$ cat src/rtl/apb_soc_timer.sv
// APB timer peripheral: prescaled 32-bit up-counter with compare match, overflow flag,
// one-shot and auto-reload modes, and a level interrupt.
module apb_soc_timer #(
  parameter int unsigned AddrWidth  = 12,
  parameter int unsigned DataWidth  = 32,
  parameter int unsigned PrescWidth = 16
) (
  input  logic                 clk_i,
  input  logic                 rst_ni,
  input  logic                 psel_i,
  input  logic                 penable_i,
  input  logic                 pwrite_i,
  input  logic [AddrWidth-1:0] paddr_i,
  input  logic [DataWidth-1:0] pwdata_i,
  output logic [DataWidth-1:0] prdata_o,
  output logic                 pready_o,
  output logic                 pslverr_o,
  output logic                 irq_o
);

  localparam logic [AddrWidth-1:0] OffCtrl   = AddrWidth'(12'h000);
  localparam logic [AddrWidth-1:0] OffPresc  = AddrWidth'(12'h004);
  localparam logic [AddrWidth-1:0] OffCount  = AddrWidth'(12'h008);
  localparam logic [AddrWidth-1:0] OffCmp    = AddrWidth'(12'h00C);
  localparam logic [AddrWidth-1:0] OffStatus = AddrWidth'(12'h010);

  logic [3:0]            ctrl_q, ctrl_d;
  logic [PrescWidth-1:0] presc_q, presc_d;
  logic [PrescWidth-1:0] pcnt_q, pcnt_d;
  logic [31:0]           count_q, count_d;
  logic [31:0]           cmp_q, cmp_d;
  logic                  match_q, match_d;
  logic                  ovf_q, ovf_d;
  logic                  irq_q, irq_d;

  logic access, addr_ok, wr_en;
  logic wr_ctrl, wr_presc, wr_count, wr_cmp, wr_status;
  logic tick, is_match, is_max;
  logic match_set, ovf_set, oneshot_clr;
  logic [DataWidth-1:0] rdata;

  assign access    = psel_i & penable_i;
  assign addr_ok   = (paddr_i[1:0] == 2'b00) && (paddr_i <= OffStatus);
  assign pslverr_o = access & ~addr_ok;
  assign pready_o  = 1'b1;

  // Erroring writes are dropped entirely by gating every register strobe on addr_ok.
  assign wr_en     = access & pwrite_i & addr_ok;
  assign wr_ctrl   = wr_en & (paddr_i == OffCtrl);
  assign wr_presc  = wr_en & (paddr_i == OffPresc);
  assign wr_count  = wr_en & (paddr_i == OffCount);
  assign wr_cmp    = wr_en & (paddr_i == OffCmp);
  assign wr_status = wr_en & (paddr_i == OffStatus);

  assign tick     = ctrl_q[0] & (pcnt_q == presc_q);
  assign is_match = (count_q == cmp_q);
  assign is_max   = &count_q;

  always_comb begin
    pcnt_d = pcnt_q;
    if (wr_presc) begin
      pcnt_d = '0;
    end else if (ctrl_q[0]) begin
      pcnt_d = tick ? '0 : pcnt_q + PrescWidth'(1);
    end
  end

  always_comb begin
    count_d     = count_q;
    match_set   = 1'b0;
    ovf_set     = 1'b0;
    oneshot_clr = 1'b0;
    if (tick) begin
      if (is_match) begin
        match_set   = 1'b1;
        count_d     = ctrl_q[1] ? 32'd0 : count_q + 32'd1;
        // A match at the all-ones value without reload still wraps, so it overflows too.
        ovf_set     = is_max & ~ctrl_q[1];
        oneshot_clr = ctrl_q[3];
      end else if (is_max) begin
        count_d = 32'd0;
        ovf_set = 1'b1;
      end else begin
        count_d = count_q + 32'd1;
      end
    end
    if (wr_count) count_d = pwdata_i[31:0];
  end

  always_comb begin
    ctrl_d = ctrl_q;
    if (oneshot_clr) ctrl_d[0] = 1'b0;
    if (wr_ctrl)     ctrl_d = pwdata_i[3:0];
    presc_d = wr_presc ? pwdata_i[PrescWidth-1:0] : presc_q;
    cmp_d   = wr_cmp ? pwdata_i[31:0] : cmp_q;
    // Hardware set takes precedence over a same-cycle write-1-to-clear.
    match_d = match_set | (match_q & ~(wr_status & pwdata_i[0]));
    ovf_d   = ovf_set | (ovf_q & ~(wr_status & pwdata_i[1]));
    irq_d   = ctrl_d[2] & match_d;
  end

  always_ff @(posedge clk_i or negedge rst_ni) begin
    if (!rst_ni) begin
      ctrl_q  <= '0;
      presc_q <= '0;
      pcnt_q  <= '0;
      count_q <= '0;
      cmp_q   <= '0;
      match_q <= 1'b0;
      ovf_q   <= 1'b0;
      irq_q   <= 1'b0;
    end else begin
      ctrl_q  <= ctrl_d;
      presc_q <= presc_d;
      pcnt_q  <= pcnt_d;
      count_q <= count_d;
      cmp_q   <= cmp_d;
      match_q <= match_d;
      ovf_q   <= ovf_d;
      irq_q   <= irq_d;
    end
  end

  assign irq_o = irq_q;

  always_comb begin
    rdata = '0;
    case (paddr_i)
      OffCtrl:   rdata = DataWidth'(ctrl_q);
      OffPresc:  rdata = DataWidth'(presc_q);
      OffCount:  rdata = DataWidth'(count_q);
      OffCmp:    rdata = DataWidth'(cmp_q);
      OffStatus: rdata = DataWidth'({ovf_q, match_q});
      default:   rdata = '0;
    endcase
  end

  assign prdata_o = (access & addr_ok) ? rdata : '0;

endmodule

$ cat config.mk
export PLATFORM = sky130hd
export DESIGN_NAME = apb_soc_timer
export DESIGN_NICKNAME = d
export VERILOG_FILES = /design/src/rtl/apb_soc_timer.sv
export SDC_FILE = /design/constraint.sdc
export NUM_CORES = 1
export LEC_CHECK = 0
export CAP_MARGIN = 20
export CORE_MARGIN = 3
export CORE_UTILIZATION = 60
export DETAILED_ROUTE_END_ITERATION = 12
export PLACE_DENSITY = 0.89
export SYNTH_ARGS = -nofsm -noshare
export SYNTH_HDL_FRONTEND = slang
export SYNTH_SLANG_ARGS = --single-unit
$ cat constraint.sdc
create_clock -name clk_i -period 3.6 [get_ports clk_i]
set_input_delay 0.72 -clock clk_i [delete_from_list [all_inputs] [get_ports clk_i]]
set_output_delay 0.72 -clock clk_i [all_outputs]
set_load 0.1 [all_outputs]
==> key figures <==
Timing
  • Post-layout min period: around 3.5 ns
  • Tcrit/Tclk final: 97.1%
  • Rel. slew slack: a little over a third
  • Fmax: 286 MHz
  • Unrepaired setup endpoints after global routing: no
  • Slew @ Worst Pin: 0.977 ns
  • Final Skew: 0.0146 ns
  • Final setup vio count: 0
  • Final hold vios: 0
  • Fin. max-slew vios: 0

Synth
  • Sequential fraction of the synthesis area: around 40%
  • Synth top cells by count: nand2_1 (105), dfrtp_1 (103), nor2_1 (60)
  • Post-synthesis cell count: 709
  • Syn_area_per_cell: a little over 9 um^2
  • Async S/R FF share, synth: 100%
  • Synth warn: 0
  • Synth top area share: between 40 and 50%
  • Top cells by area, synth: dfrtp_1 (40%), mux2_2 (8.1%), xor2_1 (6.3%)
  • Top_reg_cell synth: dfrtp_1
  • Synthesized net count: 760
  • Most numerous cell in the Yosys netlist: nand2_1
  • Number of distinct library cells after synthesis: 58
  • Mapped cell area: 6410 um^2
  • Register bit total from synthesis: approximately 100
  • Area leader, netlist: dfrtp_1
  • Number of synthesized flops with an enable pin: 0

Cells and area
  • Fraction of layout cells with a size suffix above 1: between 20% and 30%
  • Footprint of the multi-input gates: 3720 um^2
  • NumNets Final: 834
  • Final instance area: 8140 um^2
  • Fillers: between 700 and 800
  • Final Non-Filler Cells: 923
  • Sequential cell area: 2580 um^2
  • Area Growth Syn to Fin: 26.9%
  • Number of inserted diodes: 0
  • Post-layout util: around 78%

Power and ir drop
  • P per Cell Area: 253 nW/um^2
  • Final Total Pwr: 2.06 mW
  • Static Leak: roughly 3.6 nW
  • Maximum vdd ir drop: 365 uV

Drt
  • WL final: between 15,000 and 20,000 um
  • Vias per Instance: 6.56
  • Vias: 6,052
  • DRC: 0
  • TritonRoute pass-1 iters: 5
  • Post-DRT Antenna Nets: 0
  • Post-DR wirelength/cell: between 20 and 25 um
  • Iteration-0 DRC Markers: 555

Floorplan
  • Die area: 12,000 um^2
  • Row count: 37
  • I/O pin cnt: 84
  • Initial Util: 61.8%
  • Core area: 10,400 um^2
  • Die Wd: 109 um
  • Die Height: 109 um

Setup path
  • Critical path endpoint category: primary output
  • Crit Path Category: in2out
  • Worst R2R Path Depth: 8
  • RR Endpoint: count_q[25]
  • CP startpoint: paddr_i[8]
  • R2R setup slack: 0.51 ns
  • CP required: 2.88 ns
  • Critical Path Sink: prdata_o[18]
  • Critical path peak fanout: 20
  • Launching point of the worst reg2reg path: presc_q[1]
  • WP data arrival: 2.78 ns
  • CP Launch Type: primary input

Global route
  • Initial antenna violation count: 0
  • Total GRT Usage: 33.7%
  • Vias in the first global route: 6,182
  • First-pass GRT wire length: 31,100 um
  • Largest net degree at the start of global routing: 90
  • Gr ovfl total: 0

Clock network
  • H-Tree Depth: 3
  • Post-CTS Setup Inserts: 0
  • Worst-path clk slew: around 0.11 ns
  • Clock latency on the worst-skew pair: 0.40 ns
  • Root buf cell: clkbuf_8
  • TritonCTS Buffers: 9
  • Clock sink total: 103
  • Hold buffer count at cts: 0
  • Max Root-Sink Buffers: 2
  • TritonCTS clock tree: built

Status
  • Run status: finished, final reports clean

Placement
  • Post-DP HPWL: 14,100 um
  • GP Congestion: roughly 0.97
  • Post-DP Area: 7890 um^2
  • Port buffer count: 82
  • Dpl cells: 906

Run
  • Max-cap violations: 0

Worst hold path
  • Hold Crit Class: in2async
-- cells by family (layout without fill, tap and decap cells) --
logic type | Yosys count | in the layout | synth area share (%)
and+or+nand+nor | 297 | 297 | 23.0
DFF | 103 | 103 | 40.2
other | 1 | 1 | 0.0585
AOI/OAI and AO/OA | 142 | 142 | 16.1
adders and majority gates | 2 | 2 | 0.390
buffers and inverters | 56 | 134 | 3.65
xor gates and xnor gates | 61 | 61 | 8.33
muxes | 47 | 47 | 8.23
-- layout make-up --
cell class	count	area share (%)
clock buffers	11	1.74
clock inverters	4	0.646
inverters	8	0.369
multi-input cells	550	45.7
flip-flops and latches	103	31.7
well taps	136	2.09
repair buffers	111	17.8
-- layout by cell type, fill, tap and decap left out, types with 4 or more instances in the layout --
cell             Yosys  routed
nand2_1            105     105
dfrtp_1            103     103
clkdlybuf4s50_1      0      48
mux2_2              46      46
xor2_1              46      46
nor2_1              60      38
buf_12               0      38
a22oi_1             33      33
o21ai_0             33      33
buf_4                1      24
nand3_1             23      23
and3_1              24      23
nor2_2               0      22
nand4_1             18      18
nor4_1              17      15
xnor2_1             15      15
o31ai_1             15      15
a21o_1              15      15
a21oi_1             15      11
clkbuf_8             0      10
inv_1                8       8
nand2b_1             8       8
nor3_1               6       6
and4_1               5       5
and2_1               5       5
o211ai_1             4       4
or2_2                4       4
nor4b_1              4       4
o311ai_2             4       4
-- critical path, stage by stage --
cell and delay [ns]:
clkdlybuf4s50_1 0.45, nor4_4 0.31, nand3_1 0.16, buf_4 0.18, or2_2 0.32, buf_12 0.18, nor2_1 0.23, buf_12 0.21
-- power by group --
part           leakage (nW)  internal, mW  switching, mW
combinational          2.17        0.0637         0.0727
sequential             1.38          1.16        0.00340
clock                 0.100         0.341          0.424
-- worst min-delay path by stage --
stage	from	end	slack (ns)	cells after the start
after floorplan	rst_ni	cmp_q[0]	0.42	0
after global placement	ovf_q	ovf_q	0.48	2
after detailed placement	ovf_q	ovf_q	0.50	2
after CTS	ovf_q	ovf_q	0.52	2
after global routing	rst_ni	cmp_q[27]	0.32	1
final	rst_ni	cmp_q[18]	0.30	1
-- per-stage QoR --
step                TNS [ns]  setup slack [ns]  hold slack [ns]
floorplan              -1.48            -0.346            0.424
global placement           0             0.112            0.484
detailed placement         0            0.0284            0.495
CTS                        0            0.0380            0.516
global route               0           0.00240            0.315
finish                     0             0.104            0.295
-- registers in the layout (all words and copies together), names as in the netlist --
name	flops
ctrl_q	4
match_q	1
irq_o	1
pcnt_q	16
ovf_q	1
cmp_q	32
count_q	32
presc_q	16
-- layer usage --
layer | track usage [%] | wire length (um) | vias up
li1 | - | - | 2702
met1 | 42.5 | 7680 | 2904
met2 | 53.7 | 9190 | 370
met3 | 9.98 | 1850 | 76
met4 | 15.0 | 755 | 0
met5 | 0 | 0 | -
-- timing repair --
item	in CTS	in global routing
pin swaps	0	0
resized for setup	1	3
endpoints found under the setup margin	2	20
(Power assumes the default switching activity.)
==> edit 1 (config.mk and constraints unchanged) <==
The output `irq_o` loses its register stage (`irq_q` becomes a continuous assignment).
--- a/src/rtl/apb_soc_timer.sv
+++ b/src/rtl/apb_soc_timer.sv
@@ -108,7 +108,6 @@
       cmp_q   <= '0;
       match_q <= 1'b0;
       ovf_q   <= 1'b0;
-      irq_q   <= 1'b0;
     end else begin
       ctrl_q  <= ctrl_d;
       presc_q <= presc_d;
@@ -117,9 +116,10 @@
       cmp_q   <= cmp_d;
       match_q <= match_d;
       ovf_q   <= ovf_d;
-      irq_q   <= irq_d;
     end
   end
+
+  assign irq_q = irq_d;
 
   assign irq_o = irq_q;
 
Formal check against the unedited RTL: not equivalent (a bounded check fails within 4 cycles, from zero or initial values and one cycle with rst_ni low).
==> edit 1 against the unedited design <==
  * Die area shrank 0.37%
  * Non-clock buffer count increased by 8
  * Clock power is 2% lower
  * Worst setup slack lost 0.031 ns
  * Via count rose by 3.2%
  * Critical path depth up 1
  * Design area up 0.88%
  * Largest cell class unchanged
  * Utilization rose by 1.0 points
  * Power down 1.4%
  * Routed wire length up 6.7%
  * First-iteration DRC count grew 21%
  * Sequential cell count decreased by 1
  * Register-to-register slack better by 0.02 ns
  * Area after synthesis decreased by 0.39%
==> edit 1: results (changes against the unedited design) <==
Status
  – Status: completed (unchanged)

Layout
  – Final nets: 841 (was 834)
  – Share of cells above drive strength 1: 24.2% (was 21.6%)
  – # fillers: 681 (was 708)

Setup path
  – CP max FO: 5 (was 20)
  – Crit path DAT: 2.81 ns (was 2.78 ns)
  – Reg2reg start: count_q[7] (was presc_q[1])
  – Reg2reg end: count_q[14] (was count_q[25])
  – Reg2Reg Setup Slack: 0.53 ns (was 0.51 ns)

Power and ir drop
  – Leak: 0.00371 uW (was 0.00365 uW)
  – VDD IR max: 299 uV (was 365 uV)

Placed design
  – Worst slack, placed: -0.0747 ns (was 0.0284 ns)
  – Placed wire-length estimate: 15,100 um (was 14,100 um)
  – GP Congestion: 0.969 (was 0.971)

Synth
  – Seq/Total Area, Yosys: 40.0% (was 40.2%)
  – Top post-synthesis cells by count: 105 x nand2_1, 102 x dfrtp_1, 60 x nor2_1 (was 105 x nand2_1, 103 x dfrtp_1, 60 x nor2_1)
  – Total nets after synthesis: 759 (was 760)
  – Top post-synthesis cells by area: dfrtp_1 40%, mux2_2 8.1%, xor2_1 6.3%, nand2_1 6.2%, a22oi_1 3.9% (was dfrtp_1 40%, mux2_2 8.1%, xor2_1 6.3%, nand2_1 6.1%, a22oi_1 3.9%)
  – Synth unique cells: 58 (unchanged)

Clocking
  – Later-pin clock latency in the skew report: 0.40 ns (about the same)
  – CTS Buffer Depth: 2 (unchanged)
  – CTS Buf Count: 9 (unchanged)

Min path
  – HP Class: in2async (unchanged)

Timing
  – Max-slew headroom: 31.6% (was 34.7%)
  – Hold_ws: 0.440 ns (was 0.295 ns)
  – Clock Skews: 0.0105 ns (was 0.0146 ns)

Drt
  – DR pass1 iterations: 6 (was 5)
  – Initial DRC count: 673 (was 555)
  – Vias/cell: 6.71 (was 6.56)
  – Routed wire length per instance: 22.3 um (was 21.1 um)

Global routing
  – Global-route wire length before repair: 33,000 um (was 31,100 um)
  – Largest net degree at the start of global routing: 78 (was 90)
  – Vias in the first global route: 6,234 (was 6,182)
  – Initial antenna violation count: 0 (unchanged)
  – Total global-route track usage: 36.1% (was 33.7%)
==> edit 1: per-layer routing <==
layer  track usage (%)  vias up  wire length (um)
met2              57.6      436              9800
li1                  -     2718                 -
met3              10.5      101              2340
met4              17.0        0               983
met1              45.2     2993              7670
met5                 0        -                 0
==> edit 1: cell type report <==
type | count | area share, %
multi-input cells | 550 | 46.1
flip-flops and latches | 102 | 31.1
repair buffers | 119 | 18.1
well taps | 136 | 2.07
clock buffers | 9 | 1.51
clock inverters | 7 | 0.838
inverters | 8 | 0.366
==> edit 1: critical path: stages <==
cell             delay [ns]
clkdlybuf4s50_1        0.45
nor4_4                 0.29
nand3_2                0.16
buf_6                  0.16
nor2_2                 0.12
and3_4                 0.20
mux2_2                 0.35
a21boi_2               0.17
buf_12                 0.17
==> edit 1: per-stage QoR <==
step / total power [uW] / std cells / instance area [um^2] / utilization, %
after global placement: 1300 / 912 / 7910 / 76.6
after floorplan: 1200 / 708 / 6490 / -
after global routing: 2090 / 931 / 8210 / 79.5
after detailed placement: 1300 / 912 / 7910 / 76.6
after CTS: 2030 / 928 / 8120 / 78.7
final: 2030 / 931 / 8210 / 79.5
==> edit 1: logic make-up (layout without fill, tap and decap cells) <==
group,after synthesis,count (layout),share of synthesized area (%)
AND/OR/NAND/NOR,297,297,23.1
AO/OA/AOI/OAI,142,142,16.2
flip-flops,102,102,40.0
XOR/XNOR,61,61,8.36
buffers and inverters,56,143,3.66
multiplexers,47,47,8.26
adder cells (fa/ha/maj),2,2,0.392
other,1,1,0.0587
==> edit 1: report_power, final <==
group,internal [uW],leakage [uW],total (uW),switching [uW]
Combinational,60.5,0.00224,137,76.5
Clock,275,0.000101,746,471
Sequential,1150,0.00136,1150,3.28
==> edit 1: worst max-delay path by stage <==
stage	from	to	slack, ns	depth (start not counted)
floorplan	paddr_i[8]	prdata_o[16]	-0.35	7
global placement	paddr_i[8]	irq_o	-0.02	8
detailed placement	paddr_i[8]	prdata_o[1]	-0.07	10
CTS	presc_q[10]	irq_o	0.001	8
global route	paddr_i[4]	irq_o	-0.05	8
finish	paddr_i[6]	irq_o	0.07	9
==> edit 1: repair_timing <==
item                                    in CTS  in global routing
pin swaps                                    2                  5
setup buffers                                0                  2
resized for setup                            4                 18
endpoints found under the setup margin      13                 33
==> edit 2 (same settings) <==
Without the edit above. `PrescWidth`: 16 -> 20.
--- a/src/rtl/apb_soc_timer.sv
+++ b/src/rtl/apb_soc_timer.sv
@@ -3,7 +3,7 @@
 module apb_soc_timer #(
   parameter int unsigned AddrWidth  = 12,
   parameter int unsigned DataWidth  = 32,
-  parameter int unsigned PrescWidth = 16
+  parameter int unsigned PrescWidth = 20
 ) (
   input  logic                 clk_i,
   input  logic                 rst_ni,
Behaviour: not the same (Yosys sat finds a counterexample within 4 cycles, from zero or initial values and one cycle with rst_ni low).
==> edit 2 against the unedited design <==
  * Non-clock buffer count fell by 7
  * Routed wire length rose by 9.6%
  * Utilization fell by 2.2 points
  * Sequential cell count rose by 8
  * Worst setup slack improved by 0.010 ns
  * Final cell count rose by 7.8%
  * Synthesized cell count rose by 11%
  * Critical path depth rose by 1
  * Area after synthesis rose by 11%
  * Die area rose by 10%
  * Highest routed layer unchanged
  * Hold slack improved by 0.13 ns
  * Design area rose by 8.0%
Power is not compared: it rests on default switching activity, and its combinational part moved more than twofold at a synthesized area within 25%.
==> edit 2: results (changes against the unedited design) <==
Layout
  – Total area of sequential cells: 2780 um^2 (was 2580 um^2)
  – Fin cells: 995 (was 923)
  – Share of cells above drive strength 1: 20.0% (was 21.6%)
  – # fillers: 768 (was 708)
  – Multi-input gates: 607 (was 550)
  – Multi-input gate area: 4150 um^2 (was 3720 um^2)
  – Regs by FF count: cmp_q x32, count_q x32 (unchanged)
  – Final nets: 898 (was 834)
  – Clock buffers: 11 (unchanged)
  – Non-clock buffers: 104 (was 111)
  – ClkCell Share: 3.42% (was 2.38%)
  – Non-clk buf share: 15.1% (was 17.8%)
  – Inverter count: 14 (was 8)

Synth
  – Top post-synthesis cells by area: dfrtp_1 39%, xnor2_1 6.5%, nand2_1 6.1%, mux2_2 5.2%, nor2_1 4.0% (was dfrtp_1 40%, mux2_2 8.1%, xor2_1 6.3%, nand2_1 6.1%, a22oi_1 3.9%)
  – Synth warn: 0 (unchanged)
  – Top post-synthesis cells by count: 115 x nand2_1, 111 x dfrtp_1, 76 x nor2_1 (was 105 x nand2_1, 103 x dfrtp_1, 60 x nor2_1)
  – Synth unique cells: 61 (was 58)
  – Seq/Total Area, Yosys: 39.1% (was 40.2%)
  – Most used DFF post-synth: dfrtp_1 (unchanged)
  – Asr flop ratio synth: 100% (unchanged)
  – Total nets after synthesis: 839 (was 760)
  – Avg Synthesized Cell Area: 9.03 um^2 (was 9.05 um^2)

Clocking
  – CTS H-tree depth: 3 (unchanged)
  – TritonCTS clock tree: yes (unchanged)
  – Root Buffer: clkbuf_16 (was clkbuf_8)
  – CTS Buffer Depth: 2 (unchanged)
  – CTS Buf Count: 9 (unchanged)
  – CTS resizes: 0 (was 1)
  – CTS clk-pin slew, worst paths: 0.08 ns (was 0.11 ns)
  – CTS sink cnt: 111 (was 103)
  – Later-pin clock latency in the skew report: 0.37 ns (was 0.40 ns)

Drt
  – Routed wire length: 21,400 um (was 19,500 um)
  – DR pass1 iterations: 6 (was 5)
  – Initial DRC count: 719 (was 555)
  – Vias/cell: 6.61 (was 6.56)

Placed design
  – Port buffer count: 82 (unchanged)
  – Placed insts: 979 (was 906)
  – Placed wire-length estimate: 15,500 um (was 14,100 um)
  – GP Congestion: 0.959 (was 0.971)

Setup path
  – Top Family by Delay on Critical Path: simple AND/OR/NAND/NOR gates (was buffers and inverters)
  – Crit-path max cell delay: 0.42 ns (was 0.45 ns)
  – CP max FO: 18 (was 20)
  – Crit path DAT: 2.77 ns (was 2.78 ns)
  – Crit-path slowest cell: clkdlybuf4s50_1 (unchanged)

Global routing
  – Vias in the first global route: 6,448 (was 6,182)
  – Initial antenna violation count: 0 (unchanged)
  – Global-route wire length before repair: 34,000 um (was 31,100 um)
  – Largest net degree at the start of global routing: 62 (was 90)
  – Total global-route track usage: 33.3% (was 33.7%)

Min path
  – HP Class: in2async (unchanged)

Power and ir drop
  – Sw Ratio: 38.2%
  – Leak: 0.00363 uW

Status
  – Status: completed (unchanged)

Timing
  – Clock Skews: 0.0116 ns (was 0.0146 ns)
  – Measured slew at the worst slew-check pin: 0.963 ns (was 0.977 ns)
  – Slew Viols, Final: 0 (unchanged)
-- edit 2: final timing paths --
check | startpoint | endpoint | slack [ns] | depth (start not counted)
setup / recovery | paddr_i[8] | prdata_o[5] | 0.11 | 9
min in group clk_i | presc_q[9] | presc_q[9] | 0.53 | 2
hold / removal | rst_ni | count_q[17] | 0.43 | 1
max in group asynchronous | rst_ni | pcnt_q[8] | 2.25 | 2
setup reg to reg | ctrl_q[0] | count_q[13] | 0.70 | 7
hold reg to reg | presc_q[9] | presc_q[9] | 0.53 | 2
-- edit 2: power groups by stage --
stage | Sequential, uW | Combinational, uW | Clock (uW)
finish | 1910 | 1150 | 1040
global placement | 1880 | 1070 | 0
CTS | 1890 | 1130 | 1040
floorplan | 1660 | 1040 | 0
detailed placement | 1910 | 1120 | 0
global route | 1950 | 1230 | 1090
-- edit 2: stage by stage --
step                setup slack (ns)  instance area, um^2  TNS, ns  util, %  power [uW]
global placement               0.223                 8490        0     73.7        2940
CTS                            0.115                 8790        0     76.3        4060
finish                         0.114                 8790        0     76.3        4100
floorplan                     -0.147                 7290   -0.147        -        2700
detailed placement             0.129                 8490        0     73.7        3020
global route                 0.00603                 8790        0     76.3        4270
-- edit 2: layer usage --
metal / track usage (%) / routed length, um
met1: 44.8 / 8520
met2: 52.8 / 10200
met3: 5.95 / 1860
met4: 14.9 / 821
met5: 0 / 0
-- edit 2: cells by family after synthesis --
family / after synthesis / share of synthesized area, %
buffers and inverters: 70 / 5.24
XOR/XNOR: 66 / 8.55
multiplexers: 58 / 9.15
other: 1 / 0.0527
AO/OA/AOI/OAI: 150 / 14.2
adder cells (fa/ha/maj): 2 / 0.352
flip-flops: 111 / 39.1
AND/OR/NAND/NOR: 330 / 23.4
